[config.mk]
export PLATFORM = sky130hd
export DESIGN_NAME = permute_result_accumulator
export DESIGN_NICKNAME = d
export VERILOG_FILES = /design/src/rtl/permute_result_pkg.sv /design/src/rtl/permute_result_lane_unpack.sv /design/src/rtl/permute_result_accumulator.sv
export SDC_FILE = /design/constraint.sdc
export NUM_CORES = 1
export LEC_CHECK = 0
export CAP_MARGIN = 20
export CORE_MARGIN = 1
export CORE_UTILIZATION = 48
export DETAILED_ROUTE_END_ITERATION = 6
export GPL_TIMING_DRIVEN = 1
export PLACE_DENSITY = 0.77
export SLEW_MARGIN = 30
export SYNTH_ARGS = -nofsm -noshare
export SYNTH_HDL_FRONTEND = slang
export SYNTH_SLANG_ARGS = --single-unit
[constraint.sdc]
create_clock -name clock -period 4.1 [get_ports clock]
set_clock_uncertainty 0.05 [all_clocks]
set_input_delay 0.82 -clock clock [delete_from_list [all_inputs] [get_ports clock]]
set_output_delay 0.82 -clock clock [all_outputs]
set_load 0.05 [all_outputs]
[src/rtl/permute_result_pkg.sv]
// permute_result_pkg
//   Shared definitions for the permute result accumulator slice: lane word
//   field layout, the accumulator FSM state type, the unpacked lane fields
//   record and the totals record at the default configuration.
//   Lane word layout (bot beat): [63] ECC, [60:48] pcoeff count, [47:0] sum.
//   Lane A word (top beat): [63:32] busy cycles, [31:0] total cycles.
package permute_result_pkg;

  localparam int RESULT_W     = 64;
  localparam int SUM_W        = 48;
  localparam int PCOEFF_LSB   = 48;
  localparam int PCOEFF_W     = 13;
  localparam int ECC_BIT      = 63;
  localparam int OCC_BUSY_LSB = 32;
  localparam int ECC_CNT_W    = 16;

  typedef enum logic {
    IDLE  = 1'b0,
    ACCUM = 1'b1
  } accState_t;

  typedef struct packed {
    logic                ecc;
    logic [PCOEFF_W-1:0] pcoeff;
    logic [SUM_W-1:0]    sum;
  } laneFields_t;

  // Totals record as seen by the host writer at TOTAL_SUM_W=64, TOTAL_CNT_W=32.
  typedef struct packed {
    logic [63:0]          sum;
    logic [31:0]          pcoeff;
    logic [31:0]          botCount;
    logic [RESULT_W-1:0]  occupancy;
    logic [ECC_CNT_W-1:0] eccErrors;
  } totalsRec_t;

endpackage

[src/rtl/permute_result_lane_unpack.sv]
// permute_result_lane_unpack
//   Splits one 64-bit bot-result lane word into its summed value, pcoeff count
//   and ECC flag. Bits [62:61] are padding and are not used.
//   Ports:
//     laneWord  in   RESULT_W  raw lane word
//     fields    out  laneFields_t  {ecc, pcoeff, sum}
module permute_result_lane_unpack
  import permute_result_pkg::*;
(
  input  logic [RESULT_W-1:0] laneWord,
  output laneFields_t         fields
);

  assign fields.sum    = laneWord[SUM_W-1:0];
  assign fields.pcoeff = laneWord[PCOEFF_LSB +: PCOEFF_W];
  assign fields.ecc    = laneWord[ECC_BIT];

  logic unusedPad;
  assign unusedPad = ^laneWord[ECC_BIT-1:PCOEFF_LSB+PCOEFF_W];

endmodule

[src/rtl/permute_result_accumulator.sv]
// permute_result_accumulator
//   Folds the two-lane bot results belonging to one top into per-top totals and
//   emits one totals record per top over a valid/ready handshake.
//   A top beat opens a new top (closing the previous one if open); flush closes
//   the open top at end of job. Bot beats with no top open are dropped and
//   raise the sticky orphan_error.
//   Optional feature: define PERMUTE_RESULT_ECC_CHECK_EN to count lane ECC flags
//   into out_ecc_errors (saturating); otherwise out_ecc_errors is tied to 0.
//   Ports:
//     clock, rst (sync, active-low)
//     in_valid/in_ready, in_is_top, in_result_a, in_result_b  input beat
//     flush                                                   close open top
//     out_valid/out_ready, out_sum, out_pcoeff, out_bot_count,
//     out_occupancy, out_ecc_errors                            totals record
//     orphan_error                                            sticky error
module permute_result_accumulator
  import permute_result_pkg::*;
#(
  parameter int TOTAL_SUM_W = 64,
  parameter int TOTAL_CNT_W = 32
)
(
  input  logic                   clock,
  input  logic                   rst,
  input  logic                   in_valid,
  output logic                   in_ready,
  input  logic                   in_is_top,
  input  logic [RESULT_W-1:0]    in_result_a,
  input  logic [RESULT_W-1:0]    in_result_b,
  input  logic                   flush,
  output logic                   out_valid,
  input  logic                   out_ready,
  output logic [TOTAL_SUM_W-1:0] out_sum,
  output logic [TOTAL_CNT_W-1:0] out_pcoeff,
  output logic [TOTAL_CNT_W-1:0] out_bot_count,
  output logic [RESULT_W-1:0]    out_occupancy,
  output logic [ECC_CNT_W-1:0]   out_ecc_errors,
  output logic                   orphan_error
);

  typedef struct packed {
    logic [TOTAL_SUM_W-1:0] sum;
    logic [TOTAL_CNT_W-1:0] pcoeff;
    logic [TOTAL_CNT_W-1:0] botCount;
    logic [RESULT_W-1:0]    occupancy;
  } totals_t;

  function automatic logic [TOTAL_SUM_W-1:0] zextSum(input logic [SUM_W-1:0] v);
    return {{(TOTAL_SUM_W-SUM_W){1'b0}}, v};
  endfunction

  function automatic logic [TOTAL_CNT_W-1:0] zextCnt(input logic [PCOEFF_W-1:0] v);
    return {{(TOTAL_CNT_W-PCOEFF_W){1'b0}}, v};
  endfunction

  laneFields_t laneA;
  laneFields_t laneB;

  permute_result_lane_unpack uLaneA (
    .laneWord (in_result_a),
    .fields   (laneA)
  );

  permute_result_lane_unpack uLaneB (
    .laneWord (in_result_b),
    .fields   (laneB)
  );

  accState_t state;
  accState_t stateNext;
  logic      topOpen;
  logic      accept;
  logic      outFree;
  logic      flushTake;
  logic      loadOut;

  totals_t   acc_p0;
  totals_t   out_p1;
  logic      vld_p1;
  logic      orphanErr;

  // Input is stalled while flush waits and while a record is blocked, so a
  // flush and an accepted beat never coincide.
  assign in_ready = rst && !flush && !(vld_p1 && !out_ready);

  always_ff @(posedge clock) begin
    if (!rst) begin
      state <= IDLE;
    end else begin
      state <= stateNext;
    end
  end

  always_comb begin
    stateNext = state;
    case (state)
      IDLE:    if (accept && in_is_top) stateNext = ACCUM;
      ACCUM:   if (flushTake)           stateNext = IDLE;
      default: stateNext = IDLE;
    endcase
  end

  always_comb begin
    topOpen   = (state == ACCUM);
    accept    = in_valid && in_ready;
    outFree   = !vld_p1 || out_ready;
    flushTake = rst && flush && topOpen && outFree;
    loadOut   = (accept && in_is_top && topOpen) || flushTake;
  end

  // ---- stage p0: per-top accumulators ----
  always_ff @(posedge clock) begin
    if (!rst) begin
      acc_p0    <= '0;
      orphanErr <= 1'b0;
    end else begin
      if (accept && in_is_top) begin
        acc_p0           <= '0;
        acc_p0.occupancy <= in_result_a;
      end else if (accept && topOpen) begin
        acc_p0.sum      <= acc_p0.sum + zextSum(laneA.sum) + zextSum(laneB.sum);
        acc_p0.pcoeff   <= acc_p0.pcoeff + zextCnt(laneA.pcoeff) + zextCnt(laneB.pcoeff);
        acc_p0.botCount <= acc_p0.botCount + TOTAL_CNT_W'(2);
      end
      if (accept && !in_is_top && !topOpen) begin
        orphanErr <= 1'b1;
      end
    end
  end

  // ---- stage p1: output record register ----
  always_ff @(posedge clock) begin
    if (!rst) begin
      out_p1 <= '0;
      vld_p1 <= 1'b0;
    end else if (loadOut) begin
      out_p1 <= acc_p0;
      vld_p1 <= 1'b1;
    end else if (out_ready) begin
      vld_p1 <= 1'b0;
    end
  end

`ifdef PERMUTE_RESULT_ECC_CHECK_EN
  function automatic logic [ECC_CNT_W-1:0] satAddEcc(input logic [ECC_CNT_W-1:0] acc,
                                                     input logic [1:0]           inc);
    logic [ECC_CNT_W:0] s;
    s = {1'b0, acc} + {{(ECC_CNT_W-1){1'b0}}, inc};
    return s[ECC_CNT_W] ? {ECC_CNT_W{1'b1}} : s[ECC_CNT_W-1:0];
  endfunction

  logic [ECC_CNT_W-1:0] eccAcc_p0;
  logic [ECC_CNT_W-1:0] eccOut_p1;

  always_ff @(posedge clock) begin
    if (!rst) begin
      eccAcc_p0 <= '0;
      eccOut_p1 <= '0;
    end else begin
      if (accept && in_is_top) begin
        eccAcc_p0 <= '0;
      end else if (accept && topOpen) begin
        eccAcc_p0 <= satAddEcc(eccAcc_p0, {1'b0, laneA.ecc} + {1'b0, laneB.ecc});
      end
      if (loadOut) begin
        eccOut_p1 <= eccAcc_p0;
      end
    end
  end

  assign out_ecc_errors = eccOut_p1;
`else
  logic unusedEcc;
  assign unusedEcc      = laneA.ecc ^ laneB.ecc;
  assign out_ecc_errors = '0;
`endif

  assign out_valid     = vld_p1;
  assign out_sum       = out_p1.sum;
  assign out_pcoeff    = out_p1.pcoeff;
  assign out_bot_count = out_p1.botCount;
  assign out_occupancy = out_p1.occupancy;
  assign orphan_error  = orphanErr;

endmodule

==> Word level (Yosys, flattened, before mapping) <==
Cells that the tools add are included.
{ "classes": {"n_reduce_logical": 22, "n_mul": 0, "muxes": 5, "n_shift": 0, "n_div": 0, "add_sub_neg": 5, "magnitude_cmp": 0, "eq_ne": 0, "bitwise_logic": 2} }
{ "op_table": {"columns": ["operator", "count"], "rows": [
  ["64-bit by 48-bit adder with 64-bit output", 2],
  ["32-bit by 13-bit adder with 32-bit output", 2],
  ["32-bit by 2-bit adder with 32-bit output (second input constant)", 1],
  ["1-bit logical AND", 12],
  ["1-bit logical NOT", 6],
  ["1-bit 2-to-1 mux", 4],
  ["1-bit logical OR", 2],
  ["1-bit inverter", 2],
  ["1-bit case mux with 2 select lines", 1],
  ["2-bit nonzero test", 1],
  ["2-bit OR reduction", 1]
]} }
{ "totals": {"ff_bits": 387, "out_inout_bits": 211, "mem_bits_ro": 0, "latch_bits": 0, "ram_bits": 0, "in_bits": 134, "n_memories": 0} }

==> Logic depth before layout (Yosys ltp) <==
{ "depth": {"word_depth": 9, "mapped_depth": 14, "mapped_depth_nobuf": 14} }

==> By module <==
From an unflattened synthesis, not the netlist that was laid out.
{ "hier_totals": {"hier_cells": 2408, "area_unflattened_um2": 19987.9} }
{ "by_module_without_submodules": {"columns": ["mod", "area_each_um2", "cells_each", "n_inst", "seq_area_each_um2"], "rows": [
  ["permute_result_accumulator", 19057.0, 2284, 1, 7707.4],
  ["permute_result_lane_unpack", 465.4, 62, 2, 0.0]
]} }

==> Worst setup path before layout <==
OpenSTA, ideal clock, no wires.
{ "synth_path": {"path_type": "input to register", "startpoint": "in in_result_a[1]", "endpoint": "reg acc_p0[185] in the netlist's numbering", "path_slack_ns": 0.149, "t_arrival_ns": 3.773, "path_stages": 12, "required_ns": 3.922, "path_buffers": 0, "path_cell_list": "fa_1 -> ha_1 -> fa_1 -> a211oi_1 -> nor2_1 -> a2111oi_4 -> nor3_2 -> o311ai_1 -> a211oi_1 -> o211ai_1 -> xor2_1 -> nor2_1"} }
{ "synth_between": {"elab_chain_len": 2} }
{ "synth_rtl": {"columns": ["item", "line_no", "text"], "rows": [
  ["from (decl)", "permute_result_accumulator.sv:28", "input logic [RESULT_W-1:0] in_result_a,"],
  ["64-bit by 48-bit adder with 64-bit output (2 in series)", "permute_result_accumulator.sv:121", "acc_p0.sum <= acc_p0.sum + zextSum(laneA.sum) + zextSum(laneB.sum);"],
  ["to (decl)", "permute_result_accumulator.sv:77", "totals_t acc_p0;"]
]} }
No other way between the ends.
A chain may end at the register's enable or synchronous reset.

==> Worst setup path after layout <==
{ "layout_path": {"startpoint": "in in_result_a[49]", "endpoint": "reg acc_p0[123] in the netlist's numbering"} }
{ "layout_between": {"elab_chain_len": 2} }
{ "layout_rtl": {"columns": ["item", "line_no", "text"], "rows": [
  ["32-bit by 13-bit adder with 32-bit output (2 in series)", "permute_result_accumulator.sv:122", "acc_p0.pcoeff <= acc_p0.pcoeff + zextCnt(laneA.pcoeff) + zextCnt(laneB.pcoeff);"]
]} }
No other way between the ends.

==> flow_metrics.py <==
metrics = {
    "worst_setup_path": {
        "rrSetupSlack_ps": 540,
        "cp_top_family": "simple AND/OR/NAND/NOR gates",
        "cp_slowest_cell": "nor3b_2",
        "path_max_fanout": 10,
        "cp_num_buf_inv": 2,
        "path_cells": "clkdlybuf4s50_1 -> fa_1 -> ha_1 -> fa_1 -> a21o_1 -> a21o_1 -> a2111oi_4 -> nor3_1 -> nor4_1 -> buf_4 -> nor3b_2 -> o21ai_0 -> xnor2_1 -> nor2_1",
        "path_class": "in -> reg",
        "cpPeakStageDelay_ps": 590,
        "end_kind": "register",
        "rr_startpoint": "acc_p0[139]",
        "reg2regPathDepth": 13,
        "r2r-end": "acc_p0[180]",
        "startpoint_type": "input pin",
        "worst_ep_required_time_ps": 4490,
        "arrival_ps": 4350,
    },
    "power": {
        "power_density_nw_per_um2": 355.9,
        "pwr-share-comb_pct": 15.9,
        "peakVddDrop_uv": 264.0,
        "sw_frac_of_total_pct": 26.10,
        "seqPwrFrac_pct": 42.1,
        "finalPower_mw": 8.962,
        "p_clk_share_pct": 42.0,
        "switching_power_mw": 2.339,
        "p_leak_nw": 9.252,
        "p_int_mw": 6.623,
    },
    "synthesis": {
        "ys_async_sr_fraction_pct": 0,
        "ys.flop_type": "dfxtp_1",
        "synth-seq-cells": 385,
        "synth_warnings": 0,
        "synth.distinct_cells": 76,
        "synth_seq_area_share_pct": 39.98,
        "syn-cell-area_um2": 19280,
        "synthCells": 2297,
        "synth-edff-count": 0,
        "syn_avg_cell_area_um2": 8.392,
    },
    "min_path": {
        "hold_end": "out_occupancy[40]",
        "min_from": "out_occupancy[40]",
        "hold_class": "reg -> reg",
        "holdPathStages": 2,
    },
    "cells_and_area": {
        "nNetsFinal": 2923,
        "instances_no_fill": 3221,
        "layout_common_cells": "nand2_1, dfxtp_1, clkdlybuf4s50_1, a21boi_0, buf_4",
        "layout_commonest_cell": "nand2_1",
        "drive_gt1_share_pct": 9.125,
        "fillers": 3312,
        "diodes": 0,
        "area_growth_pct": 30.64,
        "fin_util_pct": 63.53,
    },
    "route": {
        "wl_per_cell_um": 16.58,
        "avgViaCountPerCell": 5.311,
        "drt_pre_antenna_iters": 7,
        "drc_errors": 2,
        "via_count": 17106,
        "drt-initial-drc-count": 1143,
        "finalWirelength_um": 53400,
        "final_antenna_net_count": 0,
    },
    "timing": {
        "max_clock_freq_mhz": 252.9,
        "worst_slack_ps": 145.4,
        "finalSetupViolCount": 0,
        "timing.final.hold_violations": 0,
        "period_needed_ps": 3955,
        "worst_pin_slew_ps": 960.5,
        "grt_setup_unrepaired": "false",
        "finalMaxSlewViolations": 0,
        "fin_hold_ws_ps": 411.4,
        "period_share_pct": 96.45,
        "relSlewSlack_pct": 35.97,
    },
    "clocking": {
        "cts_tree": "built",
        "hold_buffers": 0,
        "clk_path_buf_depth": 3,
        "cts_buffers": 42,
        "insertion_delay_ps": 570,
        "cts_root_buffer": "clkbuf_16",
        "post_cts_buffers": 0,
        "cts.reportedPaths.clkPinSlew_ps": 60,
        "cts.sinks": 385,
        "htreeDepth": 2,
    },
    "placed_design": {
        "dp_cells": 3145,
        "io_buffers": 324,
        "post-place-ws_ps": -643.7,
        "dp_hpwl_um": 38120,
        "gp_congestion": 0.9154,
    },
    "global_routing": {
        "grt_max_degree": 262,
        "grt_pass1_vias": 16924,
        "grt_pass1_wl_um": 86930,
        "grt-ovfl-total": 0,
        "antenna_found_initial": 0,
        "grt_usage_pct": 25.83,
    },
    "floorplanning": {
        "row_count": 73,
        "die_w_um": 202.4,
        "dieArea_um2": 40960,
        "initial_core_util_pct": 48.63,
        "die_h_um": 202.4,
        "io_pins": 345,
        "core_um2": 39640,
    },
    "run_status": {
        "status": "complete, but fails checks",
        "violations": "DRC",
    },
    "flow_run": {
        "drv_cap": 0,
    },
}
-- cell usage after synthesis, drive strengths merged, types with 3 or more instances --
library cell	instances	area, µm²
o211a	3	30.03
ha	62	775.7
xor2	51	446.7
and4	10	87.58
o211ai	10	75.07
a21boi	258	1937
a21oi	130	658.1
or2	6	37.54
nand4	21	143.9
o2111ai	5	43.79
o22ai	3	18.77
o31ai	10	93.84
mux2i	3	30.03
or4	5	37.54
nor2b	8	50.05
buf	34	197.7
or3	16	100.1
nor2	98	370.4
a2111oi	3	57.56
fa	63	1261
a31oi	5	37.53
nand2b	5	31.28
o31a	3	26.28
o21bai	6	45.04
a21o	34	255.2
nand2	664	2495
nand3	44	220.2
and3	24	150.1
a211oi	18	140.1
xnor2	40	350.3
o21a	11	83.83
nor3	15	80.08
dfxtp	385	7707
and2	9	56.30
o21ai	59	295.3
nor4	7	50.05
inv	22	82.58
clkbuf	120	450.4
-- timing repair --
action / in CTS / in global routing
endpoints found under the setup margin: 5 / 36
pin swaps: 0 / 5
gates resized for setup: 1 / 13
-- layout make-up --
class                           count  area (µm²)  share of cell area [%]
Tap cell                          525       656.9                   2.608
Inverter                           22       82.58                  0.3279
Clock inverter                     16       178.9                  0.7105
Multi-Input combinational cell   1752       11010                   43.70
Sequential cell                   385        7707                   30.61
Timing Repair Buffer              461        4373                   17.36
Clock buffer                       60        1179                   4.680
-- power by group through the flow --
stage               sequential (mW)  combinational [mW]  clock [mW]
CTS                            3.77                1.40        3.83
floorplan                      3.85               0.827           0
finish                         3.77                1.43        3.77
global placement               3.85                1.37           0
detailed placement             3.85                1.39           0
global route                   3.77                1.56        3.99
-- stage by stage --
| stage | TNS (ps) | instance area (µm²) |
|---|---|---|
| 2_1_floorplan | 0 | 19340 |
| 3_3_place_gp | -20610 | 23760 |
| 3_5_place_dp | -23790 | 23760 |
| 4_1_cts | 0 | 25120 |
| 5_1_grt | 0 | 25180 |
| 6_report | 0 | 25180 |
-- worst max path at each step --
stage | from | end | slack [ps] | cells after the start
floorplan | in_result_a[1] | acc_p0[185] | 150 | 12
global placement | in_result_a[1] | acc_p0[187] | -570 | 13
detailed placement | in_result_a[1] | acc_p0[191] | -640 | 13
CTS | in_result_a[1] | acc_p0[185] | 30 | 14
global route | in_result_a[48] | acc_p0[125] | 3 | 16
finish | in_result_a[49] | acc_p0[123] | 150 | 14
-- flip-flops by register name (all words and copies together) (netlist names) --
register / cells
acc_p0: 191
out_occupancy: 64
out_sum: 64
out_pcoeff: 32
out_bot_count: 31
orphan_error: 1
out_valid: 1
state: 1
-- logic make-up (layout without fill, tap and decap cells) --
group / count (synthesis) / after routing / synth area share (%)
simple gates: 939 / 939 / 20.62
other cells: 1 / 17 / 0.01945
flops: 385 / 385 / 39.98
mux: 3 / 3 / 0.1558
fa+ha+maj: 125 / 125 / 10.57
buf+inv: 176 / 559 / 3.791
compound gates: 577 / 577 / 20.73
xor+xnor: 91 / 91 / 4.135
-- worst min-delay path, delay by kind of cell (launching register included) --
kind	cells	cell delay, ps
flip-flops	1	300
AO/OA/AOI/OAI	1	60
AND/OR/NAND/NOR	1	40
-- layer usage --
layer  routed length, µm  part of all wire, %  GRT usage [%]  up-vias
li1                    -                    -              -     8476
met1               23860                   45          34.02     8040
met2               25020                   47          42.75      495
met3                3064                  5.7          4.660       95
met4                1458                  2.7          8.298        0
met5                   0                    0              0        -
Note: power is estimated with default switching activity, not from simulation.
